==> src/rtl/digger_pkg.sv <==
// Shared types and constants for the Digger monster blocks.
package digger_pkg;

    typedef enum logic [1:0] {
        SPAWN = 2'd0,
        ALIVE = 2'd1,
        DYING = 2'd2,
        DEAD  = 2'd3
    } monster_state_t;

    typedef logic [10:0] coord_t;

    localparam logic [7:0] SCORE_VALUE_DEF = 8'd250;

    // Animation index: elapsed dying frames / 4, pinned at the last bitmap.
    function automatic logic [3:0] dying_anim_idx(input logic [7:0] cnt);
        return (cnt[7:6] != 2'b00) ? 4'hF : cnt[5:2];
    endfunction

endpackage

==> src/rtl/frame_tick_counter.sv <==
// Frame-interval counter with clear, enable and terminal-count compare.
// Latency: count updates one clock after en_i; tc_o is combinational on the stored count.
// Backpressure: none; clr_i has priority over en_i.
module frame_tick_counter (
    input  logic       clk,
    input  logic       resetN,
    input  logic       clr_i,
    input  logic       en_i,
    input  logic [7:0] term_i,
    output logic [7:0] cnt_d_o,
    output logic       tc_o
);

    logic [7:0] cnt_q;
    logic [7:0] cnt_d;

    always_comb begin
        cnt_d = cnt_q;
        if (clr_i) begin
            cnt_d = 8'd0;
        end else if (en_i) begin
            cnt_d = cnt_q + 8'd1;
        end
    end

    always_ff @(posedge clk or negedge resetN) begin
        if (!resetN) begin
            cnt_q <= 8'd0;
        end else begin
            cnt_q <= cnt_d;
        end
    end

    assign cnt_d_o = cnt_d;
    assign tc_o    = (cnt_q == term_i);

endmodule

==> src/rtl/monster_life_ctrl.sv <==
// Monster life cycle: SPAWN -> ALIVE -> DYING -> DEAD (-> SPAWN when MONSTER_RESPAWN_EN is defined).
// Latency: all outputs registered; pulses appear the cycle after the advancing startOfFrame.
// Backpressure: none; game_active=0 freezes state and counters, hit latches still clear per frame.
module monster_life_ctrl
    import digger_pkg::*;
#(
    parameter logic [7:0] DYING_FRAMES   = 8'd16,
    parameter logic [7:0] RESPAWN_FRAMES = 8'd120,
    parameter coord_t     SPAWN_X        = 11'd544,
    parameter coord_t     SPAWN_Y        = 11'd160,
    parameter logic [7:0] SCORE_VALUE    = SCORE_VALUE_DEF
) (
    input  logic       clk,
    input  logic       resetN,
    input  logic       startOfFrame,
    input  logic       game_active,
    input  logic       shotCollision,
    input  logic       playerCollision,
    output logic       monster_alive,
    output logic       monster_dying,
    output logic [3:0] dyingFrame,
    output logic       spawn_load,
    output coord_t     spawnX,
    output coord_t     spawnY,
    output logic       kill_pulse,
    output logic [7:0] scoreAdd,
    output logic       player_hit
);

    localparam logic [7:0] DYING_TERM   = DYING_FRAMES - 8'd1;
    localparam logic [7:0] RESPAWN_TERM = RESPAWN_FRAMES - 8'd1;

    monster_state_t state_q, state_d;
    logic           shot_l_q, shot_l_d;
    logic           player_l_q, player_l_d;
    logic           alive_q, dying_q, spawn_q, kill_q, phit_q;
    logic [3:0]     dframe_q, dframe_d;
    logic [7:0]     score_q;
    logic           spawn_d, kill_d, phit_d;
    logic           cnt_clr, cnt_en, cnt_tc;
    logic [7:0]     cnt_term, cnt_d;
    logic           tick;

    assign tick     = startOfFrame & game_active;
    assign cnt_term = (state_q == DEAD) ? RESPAWN_TERM : DYING_TERM;

    frame_tick_counter u_frame_cnt (
        .clk     (clk),
        .resetN  (resetN),
        .clr_i   (cnt_clr),
        .en_i    (cnt_en),
        .term_i  (cnt_term),
        .cnt_d_o (cnt_d),
        .tc_o    (cnt_tc)
    );

    // Latches are evaluated on the frame strobe, then restart; a hit on the strobe cycle lands in the next frame.
    always_comb begin
        shot_l_d   = startOfFrame ? 1'b0 : shot_l_q;
        player_l_d = startOfFrame ? 1'b0 : player_l_q;
        if (game_active && (state_q == ALIVE)) begin
            if (shotCollision)   shot_l_d   = 1'b1;
            if (playerCollision) player_l_d = 1'b1;
        end
    end

    always_comb begin
        state_d = state_q;
        spawn_d = 1'b0;
        kill_d  = 1'b0;
        phit_d  = 1'b0;
        cnt_clr = 1'b0;
        cnt_en  = 1'b0;
        case (state_q)
            SPAWN: begin
                if (tick) begin
                    state_d = ALIVE;
                    spawn_d = 1'b1;
                end
            end
            ALIVE: begin
                if (tick) begin
                    if (shot_l_q) begin
                        state_d = DYING;
                        kill_d  = 1'b1;
                        cnt_clr = 1'b1;
                    end else if (player_l_q) begin
                        phit_d = 1'b1;
                    end
                end
            end
            DYING: begin
                if (tick) begin
                    if (cnt_tc) begin
                        state_d = DEAD;
                        cnt_clr = 1'b1;
                    end else begin
                        cnt_en = 1'b1;
                    end
                end
            end
            DEAD: begin
`ifdef MONSTER_RESPAWN_EN
                if (tick) begin
                    if (cnt_tc) begin
                        state_d = SPAWN;
                        cnt_clr = 1'b1;
                    end else begin
                        cnt_en = 1'b1;
                    end
                end
`endif
            end
            default: state_d = SPAWN;
        endcase
    end

    assign dframe_d = (state_d == DYING) ? dying_anim_idx(cnt_d) : 4'd0;

    always_ff @(posedge clk or negedge resetN) begin
        if (!resetN) begin
            state_q    <= SPAWN;
            shot_l_q   <= 1'b0;
            player_l_q <= 1'b0;
            alive_q    <= 1'b0;
            dying_q    <= 1'b0;
            dframe_q   <= 4'd0;
            spawn_q    <= 1'b0;
            kill_q     <= 1'b0;
            score_q    <= 8'd0;
            phit_q     <= 1'b0;
        end else begin
            state_q    <= state_d;
            shot_l_q   <= shot_l_d;
            player_l_q <= player_l_d;
            alive_q    <= (state_d == ALIVE);
            dying_q    <= (state_d == DYING);
            dframe_q   <= dframe_d;
            spawn_q    <= spawn_d;
            kill_q     <= kill_d;
            score_q    <= kill_d ? SCORE_VALUE : 8'd0;
            phit_q     <= phit_d;
        end
    end

    assign monster_alive = alive_q;
    assign monster_dying = dying_q;
    assign dyingFrame    = dframe_q;
    assign spawn_load    = spawn_q;
    assign kill_pulse    = kill_q;
    assign scoreAdd      = score_q;
    assign player_hit    = phit_q;
    assign spawnX        = SPAWN_X;
    assign spawnY        = SPAWN_Y;

endmodule

==> config.mk <==
export PLATFORM = sky130hd
export DESIGN_NAME = monster_life_ctrl
export DESIGN_NICKNAME = d
export VERILOG_FILES = /design/src/rtl/digger_pkg.sv /design/src/rtl/frame_tick_counter.sv /design/src/rtl/monster_life_ctrl.sv
export SDC_FILE = /design/constraint.sdc
export NUM_CORES = 1
export LEC_CHECK = 0
export ABC_AREA = 1
export CELL_PAD_IN_SITES_DETAIL_PLACEMENT = 1
export CELL_PAD_IN_SITES_GLOBAL_PLACEMENT = 1
export CORE_UTILIZATION = 35
export DETAILED_ROUTE_END_ITERATION = 7
export PLACE_DENSITY_LB_ADDON = 0.1
export SLEW_MARGIN = 20
export SYNTH_ARGS = -nofsm -noshare
export SYNTH_HDL_FRONTEND = slang
export SYNTH_SLANG_ARGS = --single-unit
==> constraint.sdc <==
create_clock -name clk -period 4.8 [get_ports clk]
set_clock_uncertainty 0.2 [all_clocks]
set_input_delay 0.48 -clock clk [delete_from_list [all_inputs] [get_ports clk]]
set_output_delay 0.48 -clock clk [all_outputs]
set_load 0.01 [all_outputs]
==> qor.yml, run 1 <==
cp_data_required_time_ns: 4.76
gp_congestion: 0.717
layout-drive-gt1-share_pct: 9.28
cts_tree: "built"
critPathLaunchType: "input port"
fp-row-count: 22
worstPathCellList: "clkdlybuf4s50_1, nand2_2, nor2_4, nand4_1, nand2_1, nand2_4, nand2_2, nand2_2, nor2_1, nor2_1"
end_kind: "register"
dp_hpwl_um: 2260
path_class: "input port to register"
rsz0062_at_grt: "false"
seq_area_frac_synth_pct: 37.7
via_per_inst: 4.19
syn_avg_cell_area_um2: 7.84
clk_latency_ns: 0.26
grt_usage_pct: 15.4
grt_max_degree: 22
vias: 1014
maxCapViolations: 0
path_clk_slew_ns: 0.08
antenna_cells: 0
grt_pass1_vias: 1088
synth_area_um2: 1400
synth-seq-cells: 21
cts_buffers: 3
grt_overflow: 0
mostFrequentLayoutCell: "nand2_1"
dp_slack_ns: 2.41
cts_max_level: 1
antenna_found_initial: 0
finalCritPeriodShare_pct: 43.9
io_buffers: 20
cpMostUsedCell: "nand2_2"
p_leak_nw: 0.871
wl_per_cell_um: 11.6
hold_buffers: 0
fin_setup_tns_ns: 0
cts_resized: 0
fmax_mhz: 475
powerDensity_nw_per_um2: 457
cts_root_buf: "clkbuf_8"
dp_cells: 238
layout_common_cells: "nand2_1 (37), conb_1 (24), inv_1 (23)"
cts_sinks: 21
synth_top_family_by_area: "simple AND/OR/NAND/NOR gates"
ios: 45
critPathTopFamily: "simple AND/OR/NAND/NOR gates"
layout.cells.non_filler: 242
synth_cell_types: 25
post_cts_buffers: 0
run_status: "finished, violations left"
synth_compound_area_share_pct: 3.50
min_path_type: "input port to asynchronous set/reset pin"
cp.buffers_inverters: 1
setup_ws_ns: 2.69
dpl-instance-area_um2: 1510
synth_xor_xnor_area_share_pct: 2.51
synthAdderAreaFrac_pct: 4.48
grt_pass1_wl_um: 5000
syn_to_final_growth_pct: 11.3
setup_violations: 0
crit_arrival_ns: 2.06
drtIter0Drc: 18
vdd_drop_max_uv: 236
violations: "hold timing"
initial_core_util_pct: 37.3
drtPass1Iterations: 4
synth_cells: 178
die_x_um: 65.1
routed_wl_um: 2820
slew_viol_final: 0
whs_ns: -0.0319
min_period_ns: 2.11
muxShareOfSynthArea_pct: 0
die_area_um2: 4240
core_area_um2: 3740
worstPathMaxFanout: 9
drcViolationCount: 0
slowest_stage: "clkdlybuf4s50_1"
final_area_um2: 1550
hold_viol: 21
nNetsFinal: 206
final_antenna_net_count: 0
synth-simple-area-share_pct: 28.2
clock_path_buffers: 2
slowest_delay_ns: 0.52
die_height_um: 65.1
ys.warnings.count: 0
[metrics by stage]
stage / utilization, % / hold WS (ns) / power [mW]
detailed placement: 40.4 / 0.261 / 0.600
global route: 41.5 / 0.00514 / 0.779
floorplan: - / -0.0156 / 0.509
global placement: 40.4 / 0.253 / 0.591
CTS: 41.6 / 0.275 / 0.724
finish: 41.5 / -0.0319 / 0.710
[power by group]
group	internal (mW)	total (mW)	leakage [nW]	switching, mW
registers	0.225	0.264	0.274	0.0384
clock network	0.0592	0.117	0.0228	0.0577
logic	0.125	0.329	0.574	0.204
[registers in the layout, indices dropped and copies added (netlist names)]
signal,flops
spawn_load,1
state_q,2
shot_l_q,1
monster_alive,1
scoreAdd,1
player_hit,1
u_frame_cnt.cnt_q,8
monster_dying,1
dyingFrame,4
player_l_q,1
[per-layer routing]
metal | vias up | track usage, % | part of all wire (%)
met5 | - | 0 | 0
met4 | 0 | 7.34 | 2.0
met3 | 5 | 2.43 | 3.1
met2 | 20 | 25.1 | 46
met1 | 469 | 20.0 | 49
li1 | 520 | - | -
[area by class of cell]
type                    instances  area, um2
multi-input cells             123        629
flip-flops and latches         21        526
repair buffers                 20        195
inverters                      26       97.6
well taps                      48       60.1
fillers                       487       2190
clock buffers                   4       45.0
[worst register-to-register path: stages (launching register included)]
cell     delay, ns
dfrtp_1       0.40
inv_1         0.13
ha_1          0.17
inv_1         0.08
nor2_4        0.24
nand4_1       0.16
nand2_1       0.14
nand2_4       0.09
nand2_2       0.11
nand2_2       0.06
nor2_1        0.09
nor2_1        0.05
[synth_stat cells]
| master | number | area (um2) |
|---|---|---|
| a22oi_1 | 1 | 7.51 |
| buf_4 | 30 | 225 |
| clkinv_1 | 1 | 3.75 |
| conb_1 | 2 | 7.51 |
| dfrtp_1 | 21 | 526 |
| ha_1 | 5 | 62.6 |
| inv_1 | 23 | 86.3 |
| inv_2 | 2 | 7.51 |
| nand2_1 | 37 | 139 |
| nand2_2 | 5 | 31.3 |
| nand2_4 | 2 | 22.5 |
| nand3_1 | 15 | 75.1 |
| nand3_4 | 1 | 17.5 |
| nand3b_1 | 2 | 15.0 |
| nand4_1 | 1 | 6.26 |
| nor2_1 | 15 | 56.3 |
| nor2_2 | 2 | 12.5 |
| nor2_4 | 1 | 11.3 |
| nor4_1 | 1 | 6.26 |
| o211ai_1 | 1 | 7.51 |
| o21ai_0 | 4 | 20.0 |
| o21ai_1 | 1 | 5.00 |
| o21ai_2 | 1 | 8.76 |
| xnor2_1 | 1 | 8.76 |
| xor2_1 | 3 | 26.3 |
[logic make-up (layout without fill, tap and decap cells)]
kind of cell / Yosys count / in the layout
AOI/OAI and AO/OA: 8 / 8
xor gates and xnor gates: 4 / 4
adders and majority gates: 5 / 5
buffers and inverters: 56 / 50
DFF: 21 / 21
other: 2 / 24
and+or+nand+nor: 82 / 82
[final timing paths]
check | start | end | slack, ns | cells after the start
setup / recovery | game_active | dyingFrame[1]$_DFF_PN0_ | 2.69 | 10
hold / removal | resetN | player_l_q$_DFF_PN0_ | -0.03 | 1
setup reg to reg | state_q[0]$_DFF_PN0_ | dyingFrame[1]$_DFF_PN0_ | 2.76 | 11
hold reg to reg | shot_l_q$_DFF_PN0_ | player_hit$_DFF_PN0_ | 0.28 | 1
max in group asynchronous | resetN | u_frame_cnt.cnt_q[3]$_DFF_PN0_ | 4.10 | 1
min in group clk | shot_l_q$_DFF_PN0_ | player_hit$_DFF_PN0_ | 0.28 | 1
(Power assumes the default switching activity.)
==> run 2, diff against run 1 <==
--- a/config.mk
+++ b/config.mk
@@ -8,7 +8,7 @@
 export ABC_AREA = 1
 export CELL_PAD_IN_SITES_DETAIL_PLACEMENT = 1
 export CELL_PAD_IN_SITES_GLOBAL_PLACEMENT = 1
-export CORE_UTILIZATION = 35
+export CORE_UTILIZATION = 29
 export DETAILED_ROUTE_END_ITERATION = 7
 export PLACE_DENSITY_LB_ADDON = 0.1
 export SLEW_MARGIN = 20
==> constraint.sdc (replaced) <==
create_clock -name clk -period 1.8 [get_ports clk]
set_clock_uncertainty 0.2 [all_clocks]
set_input_delay 0.18 -clock clk [delete_from_list [all_inputs] [get_ports clk]]
set_output_delay 0.18 -clock clk [all_outputs]
set_load 0.01 [all_outputs]
==> run 2 against run 1 <==
The run ends with DRC, setup timing left. Sequential power grew to 2.7 times the previous value. First-iteration DRC count rose by 130%. Sequential cell count stayed put. Via count is 19% higher. Register-to-register slack got worse by 2.8 ns. Final cell count increased by 16%. Global-route usage decreased by 0.91 points. Largest power group unchanged. Highest routed layer unchanged.
==> qor.yml, run 2 (synthesized netlist as in run 1, its figures left out) <==
cts_max_level: 1  # unchanged
path_clk_slew_ns: 0.08  # about the same
antenna_found_initial: 0  # unchanged
dp_hpwl_um: 2600  # +15%
violations: "DRC, setup timing"
cts_tree: "built"
power.switching_mw: 1.12  # +270%
hold_viol: 0  # -100%
nNetsFinal: 241  # +17%
syn_to_final_growth_pct: 51.0
largest_reg_flops: 8  # unchanged
setup_violations: 12  # +12
run_status: "finished, violations left"
layout-drive-gt1-share_pct: 42.8  # +34 points
seq_power_share_pct: 26.6  # -11 points
crit_arrival_ns: 1.88  # -0.18 ns
antenna_cells: 0  # unchanged
cts_sinks: 21  # unchanged
finalCritPeriodShare_pct: 105
use_met1_pct: 17.7  # -2.3 points
worstPathCellList: "ha_4, nor2_2, nand2_1, nand2_2, nand4_1, buf_4, nand3_2, nand2_2, buf_4, buf_4, nor2_2"
p_comb_share_pct: 62.2  # +16 points
rsz0062_at_grt: "true"
gp_congestion: 0.760  # +6.0%
die_area_um2: 5090  # +20%
final_antenna_net_count: 0  # unchanged
slowest_stage: "dfrtp_2"
switching_share_pct: 41.4  # -0.83 points
cts_buffers: 3  # unchanged
cp_data_required_time_ns: 1.79  # -2.97 ns
drcViolationCount: 2  # +2
initial_core_util_pct: 31.2  # -6.1 points
slowest_delay_ns: 0.45  # -0.07 ns
p_clk_share_pct: 11.2  # -5.3 points
via_per_inst: 4.31  # +2.8%
cts_root_buf: "clkbuf_8"
mostFrequentLayoutCell: "buf_4"
fp-row-count: 24  # +9.1%
critPathLaunchType: "register"
slew_viol_final: 0  # unchanged
powerDensity_nw_per_um2: 1280  # +180%
core_area_um2: 4470  # +20%
drtIter0Drc: 41  # +23
wl_per_cell_um: 13.5  # +16%
maxCapViolations: 0  # unchanged
min_period_ns: 1.88
grt_pass1_vias: 1203  # +11%
grt-busiest-layer: "met2"
fmax_mhz: 531
dpl-instance-area_um2: 1680  # +11%
power.total_mw: 2.70  # +280%
die_x_um: 71.4  # +9.6%
grt_usage_pct: 14.5  # -0.91 points
worstPathMaxFanout: 3  # -6
min_path_type: "input port to asynchronous set/reset pin"
vias: 1210  # +19%
end_kind: "register"
grtUsageMet2_pct: 27.6  # +2.5 points
post-route-util_pct: 47.1  # +5.6 points
grt_overflow: 0  # unchanged
path_class: "register to register"
p_leak_nw: 1.09  # +25%
clock_path_buffers: 2  # unchanged
ios: 45  # unchanged
drtPass1Iterations: 6  # +2
io_buffers: 20  # unchanged
use_met3_pct: 1.69  # -0.74 points
cpMostUsedCell: "buf_4"
p_int_mw: 1.58  # +290%
setup_ws_ns: -0.0815  # -2.77 ns
die_height_um: 71.4  # +9.6%
routed_wl_um: 3800  # +35%
vdd_drop_max_uv: 825  # +250%
clk_latency_ns: 0.25  # about the same
layout_common_cells: "buf_4 (29), nand2_1 (24), conb_1 (24)"
final_area_um2: 2110  # +36%
regMostFlops: "u_frame_cnt.cnt_q"
grt_pass1_wl_um: 5760  # +15%
grt_max_degree: 22  # unchanged
-- run 2: cell types whose count changed in the layout (fill, tap and decap cells not counted), moves of 4 or more --
cell     previous run  this run
buf_4               0        29
ha_1                5         0
buf_6               0         6
nand3_2             0         7
nand2_1            37        24
ha_4                0         4
nand2_4             2         8
nand2_2             5        11
inv_2               2         6
nor2_4              1         7
nand3_1            15         7
inv_1              23        17
nor2_1             15         7
-- run 2: timing repair --
action	4_1_cts	5_1_grt
gates resized for setup	27	48
endpoints found under the setup margin	10	15
pin swaps	7	26
setup buffers	7	8
hold buffers	0	0
-- run 2: power by group through the flow --
stage | clock network, mW | logic [mW] | registers [mW]
6_report | 0.301 | 1.68 | 0.719
5_1_grt | 0.329 | 1.84 | 0.737
4_1_cts | 0.314 | 1.30 | 0.702
3_5_place_dp | 0 | 1.09 | 0.697
3_3_place_gp | 0 | 1.05 | 0.689
2_1_floorplan | 0 | 0.649 | 0.709
-- run 2: routing by layer --
| metal | share of wire [%] | wire, um |
|---|---|---|
| met4 | 0.42 | 16 |
| met5 | 0 | 0 |
| met1 | 41 | 1550 |
| met3 | 2.3 | 89 |
| met2 | 56 | 2150 |
-- run 2: worst paths after layout --
| path | start | endpoint | slack [ns] | cells after the start |
|---|---|---|---|---|
| max in group asynchronous | resetN | u_frame_cnt.cnt_q[4]$_DFF_PN0_ | 1.07 | 2 |
| max reg2reg | state_q[0]$_DFF_PN0_ | monster_alive$_DFF_PN0_ | -0.08 | 11 |
| min | resetN | player_l_q$_DFF_PN0_ | 0.09 | 2 |
| min reg2reg | shot_l_q$_DFF_PN0_ | player_hit$_DFF_PN0_ | 0.32 | 1 |
| max | state_q[0]$_DFF_PN0_ | monster_alive$_DFF_PN0_ | -0.08 | 11 |
| min in group clk | shot_l_q$_DFF_PN0_ | player_hit$_DFF_PN0_ | 0.32 | 1 |
-- run 2: cell type report --
class	count	area [um2]
fill	547	2370
inverter	26	104
clock buffer	4	45.0
multi-input combinational	123	880
tap	52	65.1
timing repair buffer	55	485
sequential	21	528
-- run 2: worst max-delay path, delay by kind of cell (launching register included) --
kind | cells | cell delay, ns
flops | 1 | 0.45
buf+inv | 3 | 0.43
fa+ha+maj | 1 | 0.19
simple gates | 7 | 0.55
-- run 2: per-stage QoR --
stage	instances	setup slack (ns)	hold WS, ns	TNS (ns)
CTS	274	-0.0696	0.102	-0.365
detailed placement	263	-0.206	0.261	-0.980
floorplan	200	0.0108	-0.316	0
global route	281	-0.165	0.116	-1.46
finish	281	-0.0815	0.0876	-0.521
global placement	263	-0.121	0.262	-0.535
